**src/rtl/tx_ctrl_pkg.sv**
```systemverilog
// Shared types and constants for the transmit channel sequencer and its datapath.
package tx_ctrl_pkg;

  localparam int BURST_W       = 9;
  localparam int TIMEOUT_DEF   = 16;
  localparam int MAX_RETRY_DEF = 3;
  localparam int TIMER_W       = 8;
  localparam int RETRY_W       = 5;

  typedef enum logic [2:0] {
    IDLE,
    CLR,
    SETTLE,
    OFFER,
    ADV,
    DONE,
    FAULT
  } tx_state_e;

endpackage

```
**src/rtl/tx_channel_ctrl_if.sv**
```systemverilog
// Host, datapath and receiver signals of the transmit channel sequencer.
interface tx_channel_ctrl_if;
  import tx_ctrl_pkg::*;

  logic               start;
  logic [BURST_W-1:0] burst_len;
  logic               rx_ack;
  logic               rx_nak;
  logic               tx_enable;
  logic               tx_clear;
  logic               tx_valid;
  logic               busy;
  logic               done;
  logic               error;
  logic [BURST_W-1:0] words_sent;

  modport master (
    input  start, burst_len, rx_ack, rx_nak,
    output tx_enable, tx_clear, tx_valid, busy, done, error, words_sent
  );

  modport slave (
    output start, burst_len, rx_ack, rx_nak,
    input  tx_enable, tx_clear, tx_valid, busy, done, error, words_sent
  );

endinterface

```
**src/rtl/tx_retry_timer.sv**
```systemverilog
// Per-offer timeout counter and per-word retry counter for the transmit sequencer.
module tx_retry_timer
  import tx_ctrl_pkg::*;
#(
  parameter int TIMEOUT   = TIMEOUT_DEF,
  parameter int MAX_RETRY = MAX_RETRY_DEF
) (
  input  logic clk,
  input  logic clear_n,
  input  logic i_restart,
  input  logic i_tick,
  input  logic i_nak_event,
  input  logic i_ack_event,
  output logic o_timed_out,
  output logic o_retry_exhausted
);

  logic [TIMER_W-1:0] r_timeCnt;
  logic [RETRY_W-1:0] r_retryCnt;
  logic [RETRY_W-1:0] w_retryNext;

  assign w_retryNext = r_retryCnt + RETRY_W'(1);

  always_ff @(posedge clk or negedge clear_n) begin
    if (!clear_n) begin
      r_timeCnt <= '0;
    end else if (i_restart) begin
      r_timeCnt <= '0;
    end else if (i_tick) begin
      r_timeCnt <= r_timeCnt + TIMER_W'(1);
    end
  end

  always_ff @(posedge clk or negedge clear_n) begin
    if (!clear_n) begin
      r_retryCnt <= '0;
    end else if (i_ack_event) begin
      r_retryCnt <= '0;
    end else if (i_nak_event) begin
      r_retryCnt <= w_retryNext;
    end
  end

  // exhausted means the retry about to be counted would exceed the allowance
  assign o_timed_out       = (r_timeCnt == TIMER_W'(TIMEOUT - 1));
  assign o_retry_exhausted = (w_retryNext > RETRY_W'(MAX_RETRY));

endmodule

```
**src/rtl/tx_channel_ctrl.sv**
```systemverilog
// Sequencer for the parity-protected transmit channel: clears and steps the datapath
// counter, offers each word over valid/ack/nak and retries naks and timeouts.
module tx_channel_ctrl
  import tx_ctrl_pkg::*;
#(
  parameter int TIMEOUT   = TIMEOUT_DEF,
  parameter int MAX_RETRY = MAX_RETRY_DEF
) (
  input  logic              clk,
  input  logic              clear_n,
  tx_channel_ctrl_if.master io_chan
);

  tx_state_e          r_state;
  tx_state_e          w_nextState;
  logic [BURST_W-1:0] r_burstLen;
  logic [BURST_W-1:0] r_wordsSent;
  logic [BURST_W-1:0] w_wordsInc;
  logic               r_txEnable;
  logic               r_txClear;
  logic               r_txValid;
  logic               r_busy;
  logic               r_done;
  logic               r_error;
  logic               w_inOffer;
  logic               w_startAccept;
  logic               w_ackEvent;
  logic               w_nakEvent;
  logic               w_retryClear;
  logic               w_timedOut;
  logic               w_retryExhausted;

  assign w_inOffer     = (r_state == OFFER);
  assign w_startAccept = (r_state == IDLE) && io_chan.start && (io_chan.burst_len != '0);
  // nak wins over ack; a timeout only counts when the receiver stayed silent
  assign w_nakEvent    = w_inOffer && (io_chan.rx_nak || (w_timedOut && !io_chan.rx_ack));
  assign w_ackEvent    = w_inOffer && io_chan.rx_ack && !io_chan.rx_nak;
  assign w_retryClear  = w_ackEvent || (r_state == IDLE);
  assign w_wordsInc    = r_wordsSent + BURST_W'(1);

  tx_retry_timer #(
    .TIMEOUT   (TIMEOUT),
    .MAX_RETRY (MAX_RETRY)
  ) u_timer (
    .clk               (clk),
    .clear_n           (clear_n),
    .i_restart         (!w_inOffer),
    .i_tick            (w_inOffer),
    .i_nak_event       (w_nakEvent),
    .i_ack_event       (w_retryClear),
    .o_timed_out       (w_timedOut),
    .o_retry_exhausted (w_retryExhausted)
  );

  always_ff @(posedge clk or negedge clear_n) begin
    if (!clear_n) begin
      r_state <= IDLE;
    end else begin
      r_state <= w_nextState;
    end
  end

  always_comb begin
    w_nextState = r_state;
    case (r_state)
      IDLE:   if (w_startAccept) w_nextState = CLR;
      CLR:    w_nextState = SETTLE;
      SETTLE: w_nextState = OFFER;
      OFFER: begin
        if (w_nakEvent) begin
          w_nextState = w_retryExhausted ? FAULT : SETTLE;
        end else if (w_ackEvent) begin
          w_nextState = (w_wordsInc == r_burstLen) ? DONE : ADV;
        end
      end
      ADV:    w_nextState = SETTLE;
      DONE:   w_nextState = IDLE;
      FAULT:  w_nextState = IDLE;
      default: w_nextState = IDLE;
    endcase
  end

  // outputs are decoded from the next state so they line up with it, registered
  always_ff @(posedge clk or negedge clear_n) begin
    if (!clear_n) begin
      r_burstLen  <= '0;
      r_wordsSent <= '0;
      r_txEnable  <= 1'b0;
      r_txClear   <= 1'b0;
      r_txValid   <= 1'b0;
      r_busy      <= 1'b0;
      r_done      <= 1'b0;
      r_error     <= 1'b0;
    end else begin
      r_txClear  <= (w_nextState == CLR);
      r_txEnable <= (w_nextState == ADV);
      r_txValid  <= (w_nextState == OFFER);
      r_done     <= (w_nextState == DONE);
      r_busy     <= (w_nextState == CLR) || (w_nextState == SETTLE) ||
                    (w_nextState == OFFER) || (w_nextState == ADV);
      if (w_startAccept) begin
        r_burstLen  <= io_chan.burst_len;
        r_wordsSent <= '0;
        r_error     <= 1'b0;
      end else begin
        if (w_ackEvent) r_wordsSent <= w_wordsInc;
        if (w_nextState == FAULT) r_error <= 1'b1;
      end
    end
  end

  assign io_chan.tx_enable  = r_txEnable;
  assign io_chan.tx_clear   = r_txClear;
  assign io_chan.tx_valid   = r_txValid;
  assign io_chan.busy       = r_busy;
  assign io_chan.done       = r_done;
  assign io_chan.error      = r_error;
  assign io_chan.words_sent = r_wordsSent;

endmodule

```
**src/flat_wrapper.sv**
```systemverilog
// flat-port wrapper written by rule: the top's interface ports become plain ports
module tx_channel_ctrl_flat import tx_ctrl_pkg::*;
#(
  parameter int TIMEOUT   = TIMEOUT_DEF,
  parameter int MAX_RETRY = MAX_RETRY_DEF
)
  (clk, clear_n, io_chan_start, io_chan_burst_len, io_chan_rx_ack, io_chan_rx_nak, io_chan_tx_enable, io_chan_tx_clear, io_chan_tx_valid, io_chan_busy, io_chan_done, io_chan_error, io_chan_words_sent);
  tx_channel_ctrl_if io_chan_i ();
  input  logic clk;
  input  logic clear_n;
  input wire logic [$bits(io_chan_i.start)-1:0] io_chan_start;
  input wire logic [$bits(io_chan_i.burst_len)-1:0] io_chan_burst_len;
  input wire logic [$bits(io_chan_i.rx_ack)-1:0] io_chan_rx_ack;
  input wire logic [$bits(io_chan_i.rx_nak)-1:0] io_chan_rx_nak;
  output wire logic [$bits(io_chan_i.tx_enable)-1:0] io_chan_tx_enable;
  output wire logic [$bits(io_chan_i.tx_clear)-1:0] io_chan_tx_clear;
  output wire logic [$bits(io_chan_i.tx_valid)-1:0] io_chan_tx_valid;
  output wire logic [$bits(io_chan_i.busy)-1:0] io_chan_busy;
  output wire logic [$bits(io_chan_i.done)-1:0] io_chan_done;
  output wire logic [$bits(io_chan_i.error)-1:0] io_chan_error;
  output wire logic [$bits(io_chan_i.words_sent)-1:0] io_chan_words_sent;
  assign io_chan_i.start = io_chan_start;
  assign io_chan_i.burst_len = io_chan_burst_len;
  assign io_chan_i.rx_ack = io_chan_rx_ack;
  assign io_chan_i.rx_nak = io_chan_rx_nak;
  assign io_chan_tx_enable = io_chan_i.tx_enable;
  assign io_chan_tx_clear = io_chan_i.tx_clear;
  assign io_chan_tx_valid = io_chan_i.tx_valid;
  assign io_chan_busy = io_chan_i.busy;
  assign io_chan_done = io_chan_i.done;
  assign io_chan_error = io_chan_i.error;
  assign io_chan_words_sent = io_chan_i.words_sent;
  tx_channel_ctrl #(.TIMEOUT(TIMEOUT), .MAX_RETRY(MAX_RETRY)) u_core (.clk(clk), .clear_n(clear_n), .io_chan(io_chan_i));
endmodule
```
**config.mk**
```make
export PLATFORM = sky130hd
export DESIGN_NAME = tx_channel_ctrl_flat
export DESIGN_NICKNAME = d
export VERILOG_FILES = /design/src/rtl/tx_ctrl_pkg.sv /design/src/rtl/tx_channel_ctrl_if.sv /design/src/rtl/tx_retry_timer.sv /design/src/rtl/tx_channel_ctrl.sv /design/src/flat_wrapper.sv
export SDC_FILE = /design/constraint.sdc
export NUM_CORES = 1
export LEC_CHECK = 0
export CAP_MARGIN = 40
export CORE_ASPECT_RATIO = 1.2
export CORE_UTILIZATION = 50
export CTS_CLUSTER_DIAMETER = 30
export CTS_CLUSTER_SIZE = 24
export DETAILED_ROUTE_END_ITERATION = 7
export GPL_TIMING_DRIVEN = 0
export PLACE_DENSITY = 0.72
export RECOVER_POWER = 100
export SLEW_MARGIN = 0
export SYNTH_ARGS = -nofsm -noshare
export SYNTH_HDL_FRONTEND = slang
export SYNTH_SLANG_ARGS = --single-unit
```
**constraint.sdc**
```tcl
create_clock -name clk -period 2.1 [get_ports clk]
set_input_delay 0.21 -clock clk [delete_from_list [all_inputs] [get_ports clk]]
set_output_delay 0.21 -clock clk [all_outputs]
set_load 0.1 [all_outputs]
```
==> flow_metrics.env <==
export IMPL_drv_cap=0
export IMPL_die_area_um2=4420
export IMPL_hpwlAfterDp_um=3410
export IMPL_period_share_pct=97.9
export IMPL_seqPwrFrac_pct=35.2
export IMPL_fin_crit_ps=2060
export IMPL_startpoint="u_core.io_chan.words_sent[0]$_DFFE_PN0P_"
export IMPL_power_internal_mw=1.88
export IMPL_post_drt_wl_per_cell_um=14.4
export IMPL_fin_cells=330
export IMPL_grt_overflow_total=0
export IMPL_worst_path_stages=9
export IMPL_syn_area_um2=2080
export IMPL_ios=29
export IMPL_clkPwrFrac_pct=15.3
export IMPL_worstPathArrival_ps=2240
export IMPL_worstMarginPinSlew_ps=959
export IMPL_yosysSeqAreaShare_pct=48.2
export IMPL_clk_pin_slew_ps=80
export IMPL_sw_frac_of_total_pct=45.7
export IMPL_totalWireLength_um=4760
export IMPL_max_freq_mhz=486
export IMPL_num_vias=1807
export IMPL_rsz0062_at_grt="no"
export IMPL_clockRootBuffer="clkbuf_8"
export IMPL_power_switching_mw=1.58
export IMPL_endpoint_kind="flip-flop"
export IMPL_critical_path_class="flip-flop to flip-flop"
export IMPL_antenna_found_initial=0
export IMPL_max_clock_path_buffers=2
export IMPL_ys_types=39
export IMPL_max_slew_margin_rel_pct=36.1
export IMPL_reg2reg_from="u_core.io_chan.words_sent[0]$_DFFE_PN0P_"
export IMPL_cts_buffers=5
export IMPL_syn2layout_area_growth_pct=30.8
export IMPL_fp_row_count=25
export IMPL_grt_max_degree=25
export IMPL_portBuffers=28
export IMPL_start_util_pct=52.3
export IMPL_cp_cell_sequence="ha_2 > buf_4 > and3_1 > nand4_1 > o41ai_1 > a211oi_1 > a211oi_2 > buf_4 > a21o_1"
export IMPL_p_leak_nw=1.19
export IMPL_drtIter0Drc=122
export IMPL_yosysTopAreaCellShare_pct=48.2
export IMPL_final_nets=293
export IMPL_reg2reg_depth=9
export IMPL_slowest_delay_ps=520
export IMPL_power_density_nw_per_um2=1280
export IMPL_hold_class="flip-flop to flip-flop"
export IMPL_syn_area_per_cell_um2=9.48
export IMPL_track_usage_pct=23.4
export IMPL_critical_path_top_delay_family="compound AO/OA/AOI/OAI gates"
export IMPL_postRouteAntennaNets=0
export IMPL_peakVddDrop_uv=574
export IMPL_grt_pass1_vias=1678
export IMPL_cts_sinks=40
export IMPL_crit_end="u_core.r_state[0]$_DFF_PN0_"
export IMPL_dieHeight_um=72.6
export IMPL_rrSetupSlack_ps=40
export IMPL_regToRegEndpoint="u_core.r_state[0]$_DFF_PN0_"
export IMPL_clk_latency_ps=290
export IMPL_cts_tree="yes"
export IMPL_cp_max_fo=10
export IMPL_die_x_um=60.8
export IMPL_clock_skew_ps=9.62
export IMPL_ys_ff_latch=40
export IMPL_dp_cells=317
export IMPL_status="finished, final reports clean"
export IMPL_gp_congestion=0.884
export IMPL_worstPathRequired_ps=2280
export IMPL_grt_pass1_wl_um=7470
export IMPL_finalSetupViolations=0
export IMPL_synth_cells=219
export IMPL_final_util_pct=68.4
export IMPL_drive_gt1_share_pct=19.9
export IMPL_yosysWarnings=0
export IMPL_combinationalPowerShare_pct=49.5
export IMPL_drc_errors=0
export IMPL_antenna_cells=0
export IMPL_crit_buf_inv=2
export IMPL_cp_common_cell="buf_4"
export IMPL_final_hold_violation_count=0
export IMPL_slew_violations=0
export IMPL_design_core_area_um2=3970
export IMPL_routed_via_density=5.48
export IMPL_ctsHtreeMaxLevel=2
export IMPL_crit_slowest_cell="dfrtp_4"
export IMPL_syn_nets=237
export IMPL_startpoint_type="flip-flop"
export IMPL_synth_top_area_cell="dfrtp_1"
export IMPL_yosys_top_cells_area="dfrtp_1 (48%), nand2_1 (5.6%), o21ai_0 (5.3%)"
export IMPL_firstDrtPassIters=4
-- power groups by stage --
stage | combinational [mW] | sequential (mW) | clock [mW]
final | 1.72 | 1.22 | 0.530
after CTS | 1.82 | 1.22 | 0.542
after detailed placement | 1.81 | 1.23 | 0
after global routing | 1.86 | 1.25 | 0.574
after global placement | 1.55 | 1.22 | 0
after floorplan | 0.742 | 1.68 | 0
-- logic make-up after synthesis --
family	synth area share, %
flops	48.2
compound gates	13.6
fa+ha+maj	2.41
mux	3.80
simple gates	20.4
buf+inv	3.25
xor+xnor	8.43
-- sequential cells by signal, indices dropped and copies added, names as in the netlist --
name,count
u_core.io_chan.busy,1
u_core.u_timer.r_retryCnt,5
u_core.io_chan.tx_clear,1
u_core.u_timer.r_timeCnt,8
u_core.r_state,3
u_core.r_burstLen,9
u_core.io_chan.done,1
u_core.io_chan.error,1
u_core.io_chan.tx_valid,1
u_core.io_chan.words_sent,9
u_core.io_chan.tx_enable,1
-- per-layer routing --
metal | share of wire [%] | global-route usage [%] | wire, µm
met1 | 43 | 28.4 | 2040
met5 | 0 | 0 | 0
met2 | 52 | 40.0 | 2450
met3 | 3.5 | 4.61 | 168
met4 | 2.1 | 9.09 | 100
-- synth_stat cells, drive strengths merged --
cell and instances:
or3b 1, and4 1, nor2 18, o41ai 3
nand3 11, o22ai 1, nand4 4, xor2 8
and3 6, inv 6, o311ai 1, a211o 1
buf 4, ha 4, a211oi 2, xnor2 12
a21oi 4, nor3 6, nor3b 3, clkbuf 6
a21o 1, o221ai 1, a31oi 3, nand3b 1
nand2 31, or3 2, nor4 1, o21ai 22
a21boi 1, or4 1, or2 2, o31ai 3
dfrtp 40, o2111ai 1, mux2 7
-- cell type report --
class / instances / area, µm²
fill: 323 / 1260
buffer: 10 / 58.8
multi-input combinational: 163 / 1050
clock buffer: 6 / 82.6
inverter: 6 / 22.5
sequential: 40 / 1020
tap: 54 / 67.6
clock inverter: 2 / 10.0
timing repair buffer: 49 / 413
-- placed cells by master (no fill, tap or decap), drive strengths merged, types with 2 or more instances in the layout --
master,netlist,layout
dfrtp,40,40
nand2,31,31
clkdlybuf4s50,0,27
clkbuf,6,26
o21ai,22,22
nor2,18,18
xnor2,12,12
nand3,11,11
buf,4,11
xor2,8,8
mux2,7,7
inv,6,6
and3,6,6
nor3,6,6
nand4,4,4
a21oi,4,4
ha,4,4
nor3b,3,3
o31ai,3,3
o41ai,3,3
a31oi,3,3
or2,2,2
or3,2,2
clkinv,0,2
a211oi,2,2
-- stage by stage --
stage	area, µm²	power [mW]	worst slack (ps)	setup TNS (ps)	hold slack [ps]
2_1_floorplan	2090	2.42	18.4	0	-85.6
3_3_place_gp	2440	2.77	-462	-12520	440
3_5_place_dp	2690	3.04	-281	-3550	188
4_1_cts	2800	3.58	-26.5	-26.7	400
5_1_grt	2720	3.68	4.03	0	469
6_report	2720	3.47	43.2	0	454
-- worst min-delay path by stage --
stage          cells past startpoint  slack (ps)                             startpoint                                        to
2_1_floorplan                      0         -90                                clear_n             u_core.io_chan.busy$_DFF_PN0_
3_3_place_gp                       1         440  u_core.u_timer.r_timeCnt[0]$_DFF_PN0_     u_core.u_timer.r_timeCnt[0]$_DFF_PN0_
3_5_place_dp                       1         190                                clear_n  u_core.io_chan.words_sent[3]$_DFFE_PN0P_
4_1_cts                            2         400                                clear_n  u_core.io_chan.words_sent[3]$_DFFE_PN0P_
5_1_grt                            3         470                   io_chan_burst_len[7]          u_core.r_burstLen[7]$_DFFE_PN0N_
6_report                           1         450  u_core.u_timer.r_timeCnt[0]$_DFF_PN0_     u_core.u_timer.r_timeCnt[0]$_DFF_PN0_
-- timing repair --
| action | 4_1_cts | 5_1_grt |
|---|---|---|
| resized for setup | 2 | 16 |
| setup endpoints to repair | 6 | 19 |
| hold buffers | 1 | 0 |
| hold endpoints to repair | 16 | 0 |
| setup buffers | 1 | 3 |
| pin swaps | 1 | 5 |
| cloned | 0 | 0 |
Note: power is estimated with default switching activity, not from simulation.
